`src/rtl/ddr_sram_arb_pkg.sv`:
```
// Shared definitions for the three-client SRAM-port arbiter.
// Contents: requester id type and constants, command type, request decode helper.
package ddr_sram_arb_pkg;

    typedef logic [1:0] req_id_t;

    localparam req_id_t REQ_PRIO  = 2'd0;
    localparam req_id_t REQ_LOW_A = 2'd1;
    localparam req_id_t REQ_LOW_B = 2'd2;

    typedef enum logic [1:0] {
        CmdNone  = 2'd0,
        CmdRead  = 2'd1,
        CmdWrite = 2'd2
    } cmd_e;

    // A request with both strobes high is a write; the read strobe is ignored.
    function automatic cmd_e decode_cmd(input logic rd, input logic wr);
        cmd_e cmd;
        cmd = CmdNone;
        if (wr) begin
            cmd = CmdWrite;
        end else if (rd) begin
            cmd = CmdRead;
        end
        return cmd;
    endfunction

endpackage

```
`src/rtl/ddr_sram_read_tracker.sv`:
```
// Delay line of {valid, id} matching the controller read latency.
// Ports:
//   drm_clock, drm_ctl_reset_n : clock, asynchronous active-low reset
//   push_valid, push_id        : an accepted read entering the line this cycle
//   valid_onehot               : per-requester read-data-valid, from the last stage
module ddr_sram_read_tracker
    import ddr_sram_arb_pkg::*;
#(
    parameter int unsigned READ_LATENCY = 4
) (
    input  logic       drm_clock,
    input  logic       drm_ctl_reset_n,
    input  logic       push_valid,
    input  req_id_t    push_id,
    output logic [2:0] valid_onehot
);

    typedef struct packed {
        logic    valid;
        req_id_t id;
    } entry_t;

    entry_t line_q [READ_LATENCY];

    always_ff @(posedge drm_clock or negedge drm_ctl_reset_n) begin
        if (!drm_ctl_reset_n) begin
            for (int i = 0; i < int'(READ_LATENCY); i++) begin
                line_q[i] <= '0;
            end
        end else begin
            line_q[0] <= '{valid: push_valid, id: push_id};
            for (int i = 1; i < int'(READ_LATENCY); i++) begin
                line_q[i] <= line_q[i-1];
            end
        end
    end

    always_comb begin
        valid_onehot = 3'b000;
        if (line_q[READ_LATENCY-1].valid) begin
            case (line_q[READ_LATENCY-1].id)
                REQ_PRIO:  valid_onehot = 3'b001;
                REQ_LOW_A: valid_onehot = 3'b010;
                REQ_LOW_B: valid_onehot = 3'b100;
                default:   valid_onehot = 3'b000;
            endcase
        end
    end

endmodule

```
`src/rtl/ddr_sram_arbiter.sv`:
```
// Shares the SRAM-style port of ddr_dram_as_sram between three requesters.
// Requester 0 is the priority client; requesters 1 and 2 are served round-robin.
// Ports:
//   drm_clock, drm_ctl_reset_n          : clock, asynchronous active-low reset
//   reqN_read/_write/_address/
//   _write_data/_byte_enables           : requester commands, held until reqN_ack
//   reqN_ack                            : combinational, command captured this cycle
//   reqN_read_data_valid, read_data     : routed read return
//   sram_*                              : registered issue stage towards the controller
//   sram_read_data, sram_low_priority_wait : controller read data and low-priority stall
module ddr_sram_arbiter
    import ddr_sram_arb_pkg::*;
#(
    parameter int unsigned ADDR_W         = 24,
    parameter int unsigned READ_LATENCY   = 4,
    parameter int unsigned PRIO_BURST_MAX = 8
) (
    input  logic              drm_clock,
    input  logic              drm_ctl_reset_n,
    input  logic              req0_read,
    input  logic              req0_write,
    input  logic [ADDR_W-1:0] req0_address,
    input  logic [31:0]       req0_write_data,
    input  logic [3:0]        req0_byte_enables,
    output logic              req0_ack,
    output logic              req0_read_data_valid,
    input  logic              req1_read,
    input  logic              req1_write,
    input  logic [ADDR_W-1:0] req1_address,
    input  logic [31:0]       req1_write_data,
    input  logic [3:0]        req1_byte_enables,
    output logic              req1_ack,
    output logic              req1_read_data_valid,
    input  logic              req2_read,
    input  logic              req2_write,
    input  logic [ADDR_W-1:0] req2_address,
    input  logic [31:0]       req2_write_data,
    input  logic [3:0]        req2_byte_enables,
    output logic              req2_ack,
    output logic              req2_read_data_valid,
    output logic [31:0]       read_data,
    output logic              sram_priority,
    output logic              sram_read,
    output logic              sram_write,
    output logic [ADDR_W-1:0] sram_address,
    output logic [31:0]       sram_write_data,
    output logic [3:0]        sram_write_byte_enables,
    input  logic [31:0]       sram_read_data,
    input  logic              sram_low_priority_wait
);

    localparam int unsigned BURST_W = $clog2(PRIO_BURST_MAX + 1);
    localparam logic [BURST_W-1:0] BURST_LIMIT = BURST_W'(PRIO_BURST_MAX);

    logic [2:0] pending;
    logic       stall, can_load, low_pending, force_low, grant;
    req_id_t    winner, low_winner;
    cmd_e       win_cmd;

    logic              win_rd, win_wr;
    logic [ADDR_W-1:0] win_addr;
    logic [31:0]       win_wdata;
    logic [3:0]        win_be;

    logic              cmd_valid_q, cmd_valid_d;
    logic              prio_q, prio_d;
    logic              read_q, read_d;
    logic              write_q, write_d;
    req_id_t           id_q, id_d;
    logic [ADDR_W-1:0] addr_q, addr_d;
    logic [31:0]       wdata_q, wdata_d;
    logic [3:0]        be_q, be_d;
    req_id_t           rr_q, rr_d;
    logic [BURST_W-1:0] burst_q, burst_d;

    assign pending = {req2_read | req2_write, req1_read | req1_write, req0_read | req0_write};

    // Arbitration and winner field selection.
    always_comb begin
        stall       = cmd_valid_q & ~prio_q & sram_low_priority_wait;
        can_load    = ~stall;
        low_pending = pending[1] | pending[2];
        force_low   = low_pending && (burst_q == BURST_LIMIT);

        if (rr_q == REQ_LOW_A) begin
            low_winner = pending[1] ? REQ_LOW_A : REQ_LOW_B;
        end else begin
            low_winner = pending[2] ? REQ_LOW_B : REQ_LOW_A;
        end

        grant  = 1'b0;
        winner = REQ_PRIO;
        if (can_load) begin
            if (pending[0] && !force_low) begin
                grant  = 1'b1;
                winner = REQ_PRIO;
            end else if (low_pending) begin
                grant  = 1'b1;
                winner = low_winner;
            end
        end

        case (winner)
            REQ_LOW_A: begin
                win_rd    = req1_read;
                win_wr    = req1_write;
                win_addr  = req1_address;
                win_wdata = req1_write_data;
                win_be    = req1_byte_enables;
            end
            REQ_LOW_B: begin
                win_rd    = req2_read;
                win_wr    = req2_write;
                win_addr  = req2_address;
                win_wdata = req2_write_data;
                win_be    = req2_byte_enables;
            end
            default: begin
                win_rd    = req0_read;
                win_wr    = req0_write;
                win_addr  = req0_address;
                win_wdata = req0_write_data;
                win_be    = req0_byte_enables;
            end
        endcase
        win_cmd = decode_cmd(win_rd, win_wr);
    end

    // Issue stage, round-robin pointer and priority burst counter next state.
    always_comb begin
        cmd_valid_d = cmd_valid_q;
        prio_d      = prio_q;
        read_d      = read_q;
        write_d     = write_q;
        id_d        = id_q;
        addr_d      = addr_q;
        wdata_d     = wdata_q;
        be_d        = be_q;
        rr_d        = rr_q;
        burst_d     = burst_q;

        if (can_load) begin
            cmd_valid_d = grant;
            prio_d      = grant && (winner == REQ_PRIO);
            read_d      = grant && (win_cmd == CmdRead);
            write_d     = grant && (win_cmd == CmdWrite);
            id_d        = winner;
            addr_d      = grant ? win_addr  : '0;
            wdata_d     = grant ? win_wdata : '0;
            be_d        = grant ? win_be    : '0;
        end

        if (grant && (winner != REQ_PRIO)) begin
            rr_d = (winner == REQ_LOW_A) ? REQ_LOW_B : REQ_LOW_A;
        end

        if (!low_pending || (grant && (winner != REQ_PRIO))) begin
            burst_d = '0;
        end else if (grant && (burst_q != BURST_LIMIT)) begin
            burst_d = burst_q + 1'b1;
        end
    end

    always_ff @(posedge drm_clock or negedge drm_ctl_reset_n) begin
        if (!drm_ctl_reset_n) begin
            cmd_valid_q <= 1'b0;
            prio_q      <= 1'b0;
            read_q      <= 1'b0;
            write_q     <= 1'b0;
            id_q        <= REQ_PRIO;
            addr_q      <= '0;
            wdata_q     <= '0;
            be_q        <= '0;
            rr_q        <= REQ_LOW_A;
            burst_q     <= '0;
        end else begin
            cmd_valid_q <= cmd_valid_d;
            prio_q      <= prio_d;
            read_q      <= read_d;
            write_q     <= write_d;
            id_q        <= id_d;
            addr_q      <= addr_d;
            wdata_q     <= wdata_d;
            be_q        <= be_d;
            rr_q        <= rr_d;
            burst_q     <= burst_d;
        end
    end

    // Acks are combinational from held requests, so keep them quiet while in reset.
    assign req0_ack = grant && (winner == REQ_PRIO)  && drm_ctl_reset_n;
    assign req1_ack = grant && (winner == REQ_LOW_A) && drm_ctl_reset_n;
    assign req2_ack = grant && (winner == REQ_LOW_B) && drm_ctl_reset_n;

    assign sram_priority           = prio_q;
    assign sram_read               = read_q;
    assign sram_write              = write_q;
    assign sram_address            = addr_q;
    assign sram_write_data         = wdata_q;
    assign sram_write_byte_enables = be_q;
    assign read_data               = sram_read_data;

    logic [2:0] rd_valid;

    ddr_sram_read_tracker #(
        .READ_LATENCY (READ_LATENCY)
    ) u_read_tracker (
        .drm_clock       (drm_clock),
        .drm_ctl_reset_n (drm_ctl_reset_n),
        .push_valid      (cmd_valid_q & ~stall & read_q),
        .push_id         (id_q),
        .valid_onehot    (rd_valid)
    );

    assign req0_read_data_valid = rd_valid[0];
    assign req1_read_data_valid = rd_valid[1];
    assign req2_read_data_valid = rd_valid[2];

endmodule

```
`config.mk`:
```
export PLATFORM = sky130hd
export DESIGN_NAME = ddr_sram_arbiter
export DESIGN_NICKNAME = d
export VERILOG_FILES = /design/src/rtl/ddr_sram_arb_pkg.sv /design/src/rtl/ddr_sram_read_tracker.sv /design/src/rtl/ddr_sram_arbiter.sv
export SDC_FILE = /design/constraint.sdc
export NUM_CORES = 1
export LEC_CHECK = 0
export ABC_AREA = 1
export BUFFER_PORTS_ARGS = -buffer_cell sky130_fd_sc_hd__buf_2
export CORE_MARGIN = 10
export CORE_UTILIZATION = 30
export DETAILED_ROUTE_END_ITERATION = 8
export MAX_ROUTING_LAYER = met4
export PLACE_DENSITY = 0.67
export SYNTH_ARGS = -nofsm -noshare
export SYNTH_HDL_FRONTEND = slang
export SYNTH_SLANG_ARGS = --single-unit
```
`constraint.sdc`:
```
create_clock -name drm_clock -period 2.61 [get_ports drm_clock]
set_clock_uncertainty 0.15 [all_clocks]
set_input_delay 0.261 -clock drm_clock [delete_from_list [all_inputs] [get_ports drm_clock]]
set_output_delay 0.261 -clock drm_clock [all_outputs]
set_load 0.01 [all_outputs]
```
# Yosys cells after proc, flatten, opt, wreduce, memory -nomap -nowiden
# Index checks and enable logic that the tools add are counted.
# totals
regBits	84
output_inout_bits	101
word_cells	81
# classes
addsub	1
eq_ne	9
muxes	24
bitwise	10
reduce_logical	19
# op_table
cell	n
$pmux W32 S2	1
$pmux W24 S2	1
$mux W32	1
$mux W24	1
$mux W2	8
$logic_and A1 B1 Y1	12
$mux W4	3
$pmux W3 S3	1
$eq A2 B1 Y1 const B	4
$pmux W4 S2	1
$eq A2 B2 Y1 const B	3
$add A4 B1 Y4 const B	1
$and A1 B1 Y1	4
$eq A4 B4 Y1 const B	1
$logic_not A2 Y1	2
$mux W1	4
$ne A4 B4 Y1 const B	1
$or A1 B1 Y1	4
$pmux W1 S2	2
$reduce_bool A2 Y1	2
$mux W3	1
$logic_not A1 Y1	2
$not A1 Y1	2
$logic_or A1 B1 Y1	1

# Longest topological paths before layout
# depth
word_depth	13
mapped_depth	15
ltp_nobuf	14

# Hierarchy
# From an unflattened synthesis, not the netlist that was laid out.
# unflattened
hier_cells	686
hier_area_um2	4872.2
# modules_own_cells
mod	n_inst	cells_per_inst	area_per_inst_um2	seq_area_each_um2
ddr_sram_arbiter	1	667	4545.6	1803.0
ddr_sram_read_tracker	1	19	326.6	300.3

# Worst setup path before layout
# No wires, ideal clock.
# synth_path
path_type	register to register
from	register burst_q[0]
to	register addr_q[15], in the netlist sram_address[15]
setup_ps	65
t_arrival_ps	2050
required_ps	2395
setup_slack_ps	345
stages_incl_launch_ff	15
n_path_buf	3
period_less_slack_ps	2265
cell_sequence	dfrtp_1 -> inv_1 -> ha_1 -> nand3b_1 -> o21ai_0 -> nand2_2 -> nor2_2 -> inv_2 -> ha_1 -> buf_2 -> buf_6 -> buf_2 -> a31oi_1 -> nand2_2 -> nand2_1
# synth_between
elab_chain_cells	9
# synth_rtl
element	line_no	text
from (decl)	ddr_sram_arbiter.sv:74	logic [BURST_W-1:0] burst_q, burst_d;
from (signal assigned)	ddr_sram_arbiter.sv:186	burst_q <= burst_d;
$eq A4 B4 Y1 (*)	ddr_sram_arbiter.sv:83	force_low = low_pending && (burst_q == BURST_LIMIT);
$logic_and A1 B1 Y1 (*)	ddr_sram_arbiter.sv:83	
$logic_not A1 Y1 (*)	ddr_sram_arbiter.sv:94	if (pending[0] && !force_low) begin
$logic_and A1 B1 Y1 (*)	ddr_sram_arbiter.sv:94	
$mux W2 (*)	ddr_sram_arbiter.sv:94	
$mux W2 (*)	ddr_sram_arbiter.sv:93	if (can_load) begin
named net winner[0]	ddr_sram_arbiter.sv:57	req_id_t winner, low_winner;
$eq A2 B2 Y1 / $eq A2 B1 Y1 (equally long branches)	ddr_sram_arbiter.sv:103	case (winner)
$pmux W24 S2 (*)	ddr_sram_arbiter.sv:103	
$mux W24 (*)	ddr_sram_arbiter.sv:148	addr_d = grant ? win_addr : '0;
to (signal assigned)	ddr_sram_arbiter.sv:182	addr_q <= addr_d;
to (decl)	ddr_sram_arbiter.sv:70	logic [ADDR_W-1:0] addr_q, addr_d;
# The timed path passes the listed nets; every way through them passes the cells marked *.
# A chain may end at the register's enable or synchronous reset.

# Worst setup path after layout
# layout_path
from	register burst_q[1]
to	register wdata_q[17], in the netlist sram_write_data[17]
# layout_between
elab_chain_cells	9
# layout_rtl
element	line_no	text
$eq A4 B4 Y1 (*)	ddr_sram_arbiter.sv:83	
$logic_and A1 B1 Y1 (*)	ddr_sram_arbiter.sv:83	
$logic_not A1 Y1 (*)	ddr_sram_arbiter.sv:94	
$logic_and A1 B1 Y1 (*)	ddr_sram_arbiter.sv:94	
$mux W2 (*)	ddr_sram_arbiter.sv:94	
$mux W2 (*)	ddr_sram_arbiter.sv:93	
named net winner[1]	ddr_sram_arbiter.sv:57	
$eq A2 B2 Y1 / $eq A2 B1 Y1 (equally long branches)	ddr_sram_arbiter.sv:103	
$pmux W32 S2 (*)	ddr_sram_arbiter.sv:103	
$mux W32 (*)	ddr_sram_arbiter.sv:149	wdata_d = grant ? win_wdata : '0;
to (signal assigned)	ddr_sram_arbiter.sv:183	wdata_q <= wdata_d;
to (decl)	ddr_sram_arbiter.sv:71	logic [31:0] wdata_q, wdata_d;
# Marked as above.

==> impl_metrics.json <==
{
  "outcome": "completed",
  "hpwl_mm": 12.7,
  "grt_max_degree": 71,
  "wire_per_inst_um": 14.9,
  "syn_to_final_growth_pct": 30.1,
  "ys_seq_elements": 84,
  "fp.dieArea_mm2": 0.0230,
  "ys_seq_area_share_pct": 40.5,
  "max-vdd-ir-drop_uv": 425,
  "slew_headroom_pct": 49.2,
  "timing.final.ws_setup_ps": 127,
  "grt_first_pass_wirelength_mm": 26.0,
  "h-tree-depth": 3,
  "finalPower_w": 0.00737,
  "startpoint_type": "flop",
  "layout_commonest_cell": "nand2_1",
  "tightest_slew_ps": 762,
  "wirelength_mm": 16.8,
  "leakagePower_nw": 3.46,
  "crit_fanout": 70,
  "gp_congestion": 0.897,
  "drv_slew": 0,
  "crit_required_ps": 2730,
  "first_pass_iters": 5,
  "track_usage_pct": 14.5,
  "power_density_mw_per_mm2": 1090,
  "clock-sinks": 84,
  "syn-cell-area_mm2": 0.00519,
  "avgSynthCellArea_um2": 7.58,
  "avgViaCountPerCell": 4.52,
  "antenna_left": 0,
  "fin_nets": 1121,
  "syn_nets": 911,
  "first_iter_violations": 310,
  "cts_buffer_depth": 2,
  "die_y_um": 152,
  "vias": 5083,
  "clock.fmax_mhz": 403,
  "start_util_pct": 30.4,
  "post-route-util_pct": 39.5,
  "grt_antenna_before_repair": 0,
  "min_period_ps": 2480,
  "portBuffers": 257,
  "drive_gt1_share_pct": 42.3,
  "hold_violations": 0,
  "endpoint_kind": "flop",
  "numCtsBuffers": 9,
  "period_share_pct": 95.1,
  "clkLatencyLatePin_ps": 340,
  "final_cell_mix": "nand2_1 (268), buf_2 (256), dfrtp_1 (83)",
  "yosysWarnings": 0,
  "grt_setup_unrepaired": "yes",
  "cts_tree": "yes",
  "syn_inst": 685,
  "cp.arrival_ps": 2610,
  "core-area_mm2": 0.0171,
  "finalSetupViolCount": 0,
  "crit_type": "reg2reg",
  "globalRouteOverflowTotal": 0,
  "drc": 0,
  "path_clk_slew_ps": 70,
  "clockRootBuffer": "clkbuf_16",
  "hp-class": "in2reg",
  "synthDistinctLibCells": 30,
  "die_w_um": 152,
  "antenna_cells": 0,
  "max-cap-violations": 0,
  "ioPinCount": 322,
  "grt_pass1_vias": 5212,
  "dp_slack_ps": 150,
  "rows": 48
}
## final timing paths
path	endpoint	slack (ps)	depth (start not counted)	startpoint
max	sram_write_data[17]	130	13	burst_q[1]
min	sram_write_data[8]	110	5	req2_write_data[8]
max reg2reg	sram_write_data[17]	130	13	burst_q[1]
min reg2reg	u_read_tracker.line_q[3]	200	0	u_read_tracker.line_q[6]
max in group asynchronous	sram_write_data[17]	960	3	drm_ctl_reset_n
min in group asynchronous	sram_write_data[14]	250	2	drm_ctl_reset_n
## metrics by stage
step | setup TNS (ps) | instances | hold WS (ps) | area (um2)
final | 0 | 1125 | 109 | 6760
after global routing | -184 | 1125 | 122 | 6760
after floorplan | 0 | 685 | -185 | 5190
after global placement | 0 | 1103 | 61.2 | 6310
after CTS | 0 | 1121 | 92.8 | 6690
after detailed placement | 0 | 1103 | 68.6 | 6310
## report_power, final
group	internal, W	switching [W]	total, W
clock network	0.00103	0.000538	0.00157
logic	0.00135	0.00213	0.00347
registers	0.00194	0.000395	0.00233
## logic make-up (layout without fill, tap and decap cells)
group	count (synthesis)	after routing	synth area share (%)
compound gates	68	68	8.26
xor+xnor	1	1	0.169
fa+ha+maj	5	5	1.20
buf+inv	92	307	13.0
flops	84	84	40.5
simple gates	435	435	36.9
## worst max-delay path: stages (launching register included)
cell	delay [ps]
dfrtp_1	420
inv_1	90
ha_1	140
nand3b_1	130
o21ai_2	100
nand2_2	80
nor2_2	160
inv_2	100
ha_4	320
buf_16	240
nor2_1	100
a31oi_1	170
nand2_1	80
nand2_1	70
## flip-flops by register name (all words and copies together) (netlist names)
name	count
sram_read	1
sram_address	24
rr_q	2
sram_priority	1
sram_write_byte_enables	4
sram_write_data	32
sram_write	1
id_q	2
burst_q	4
cmd_valid_q	1
u_read_tracker.line_q	12
## final cells by class
| class | count | area, um2 |
|---|---|---|
| Clock buffer | 10 | 229 |
| Sequential cell | 84 | 2100 |
| Tap cell | 225 | 282 |
| Timing Repair Buffer | 272 | 1460 |
| Clock inverter | 6 | 136 |
| Inverter | 19 | 82.6 |
| Fill cell | 1797 | 10400 |
| Multi-Input combinational cell | 509 | 2460 |
## routing by layer
metal | wire, um | track usage [%] | vias up
li1 | - | - | 2545
met1 | 6790 | 16.6 | 2288
met2 | 8230 | 23.4 | 213
met3 | 1310 | 3.98 | 37
met4 | 476 | 6.53 | 0
met5 | 0 | - | -
## synthesized netlist by cell type
library cell	instances	area, um2
nand2_1	268	1010
dfrtp_1	83	2080
nand2_2	74	463
nor2_1	72	270
a31oi_1	60	375
buf_4	33	248
buf_2	27	135
inv_1	15	56.3
buf_12	7	140
buf_6	5	56.3
ha_1	5	62.6
nand3_1	5	25.0
o21ai_0	4	20.0
inv_2	3	11.3
nor2_4	3	33.8
nor3_1	3	15.0
nand3_4	2	35.0
nand4_1	2	12.5
nor2_2	2	12.5
o21ai_1	2	10.0
a21oi_4	1	16.3
buf_8	1	15.0
dfstp_2	1	26.3
inv_8	1	11.3
nand2_8	1	20.0
nand3_2	1	10.0
nand3b_1	1	7.51
nor3b_1	1	7.51
o21bai_1	1	7.51
xnor2_1	1	8.76
## timing repair
action                                  4_1_cts  5_1_grt
gates resized for setup                       0        7
pin swaps                                     0        3
hold buffers                                  1        0
endpoints found under the setup margin        1       46
endpoints found under the hold margin        25        0
setup buffers                                 1        4
Note: power is estimated with default switching activity, not from simulation.
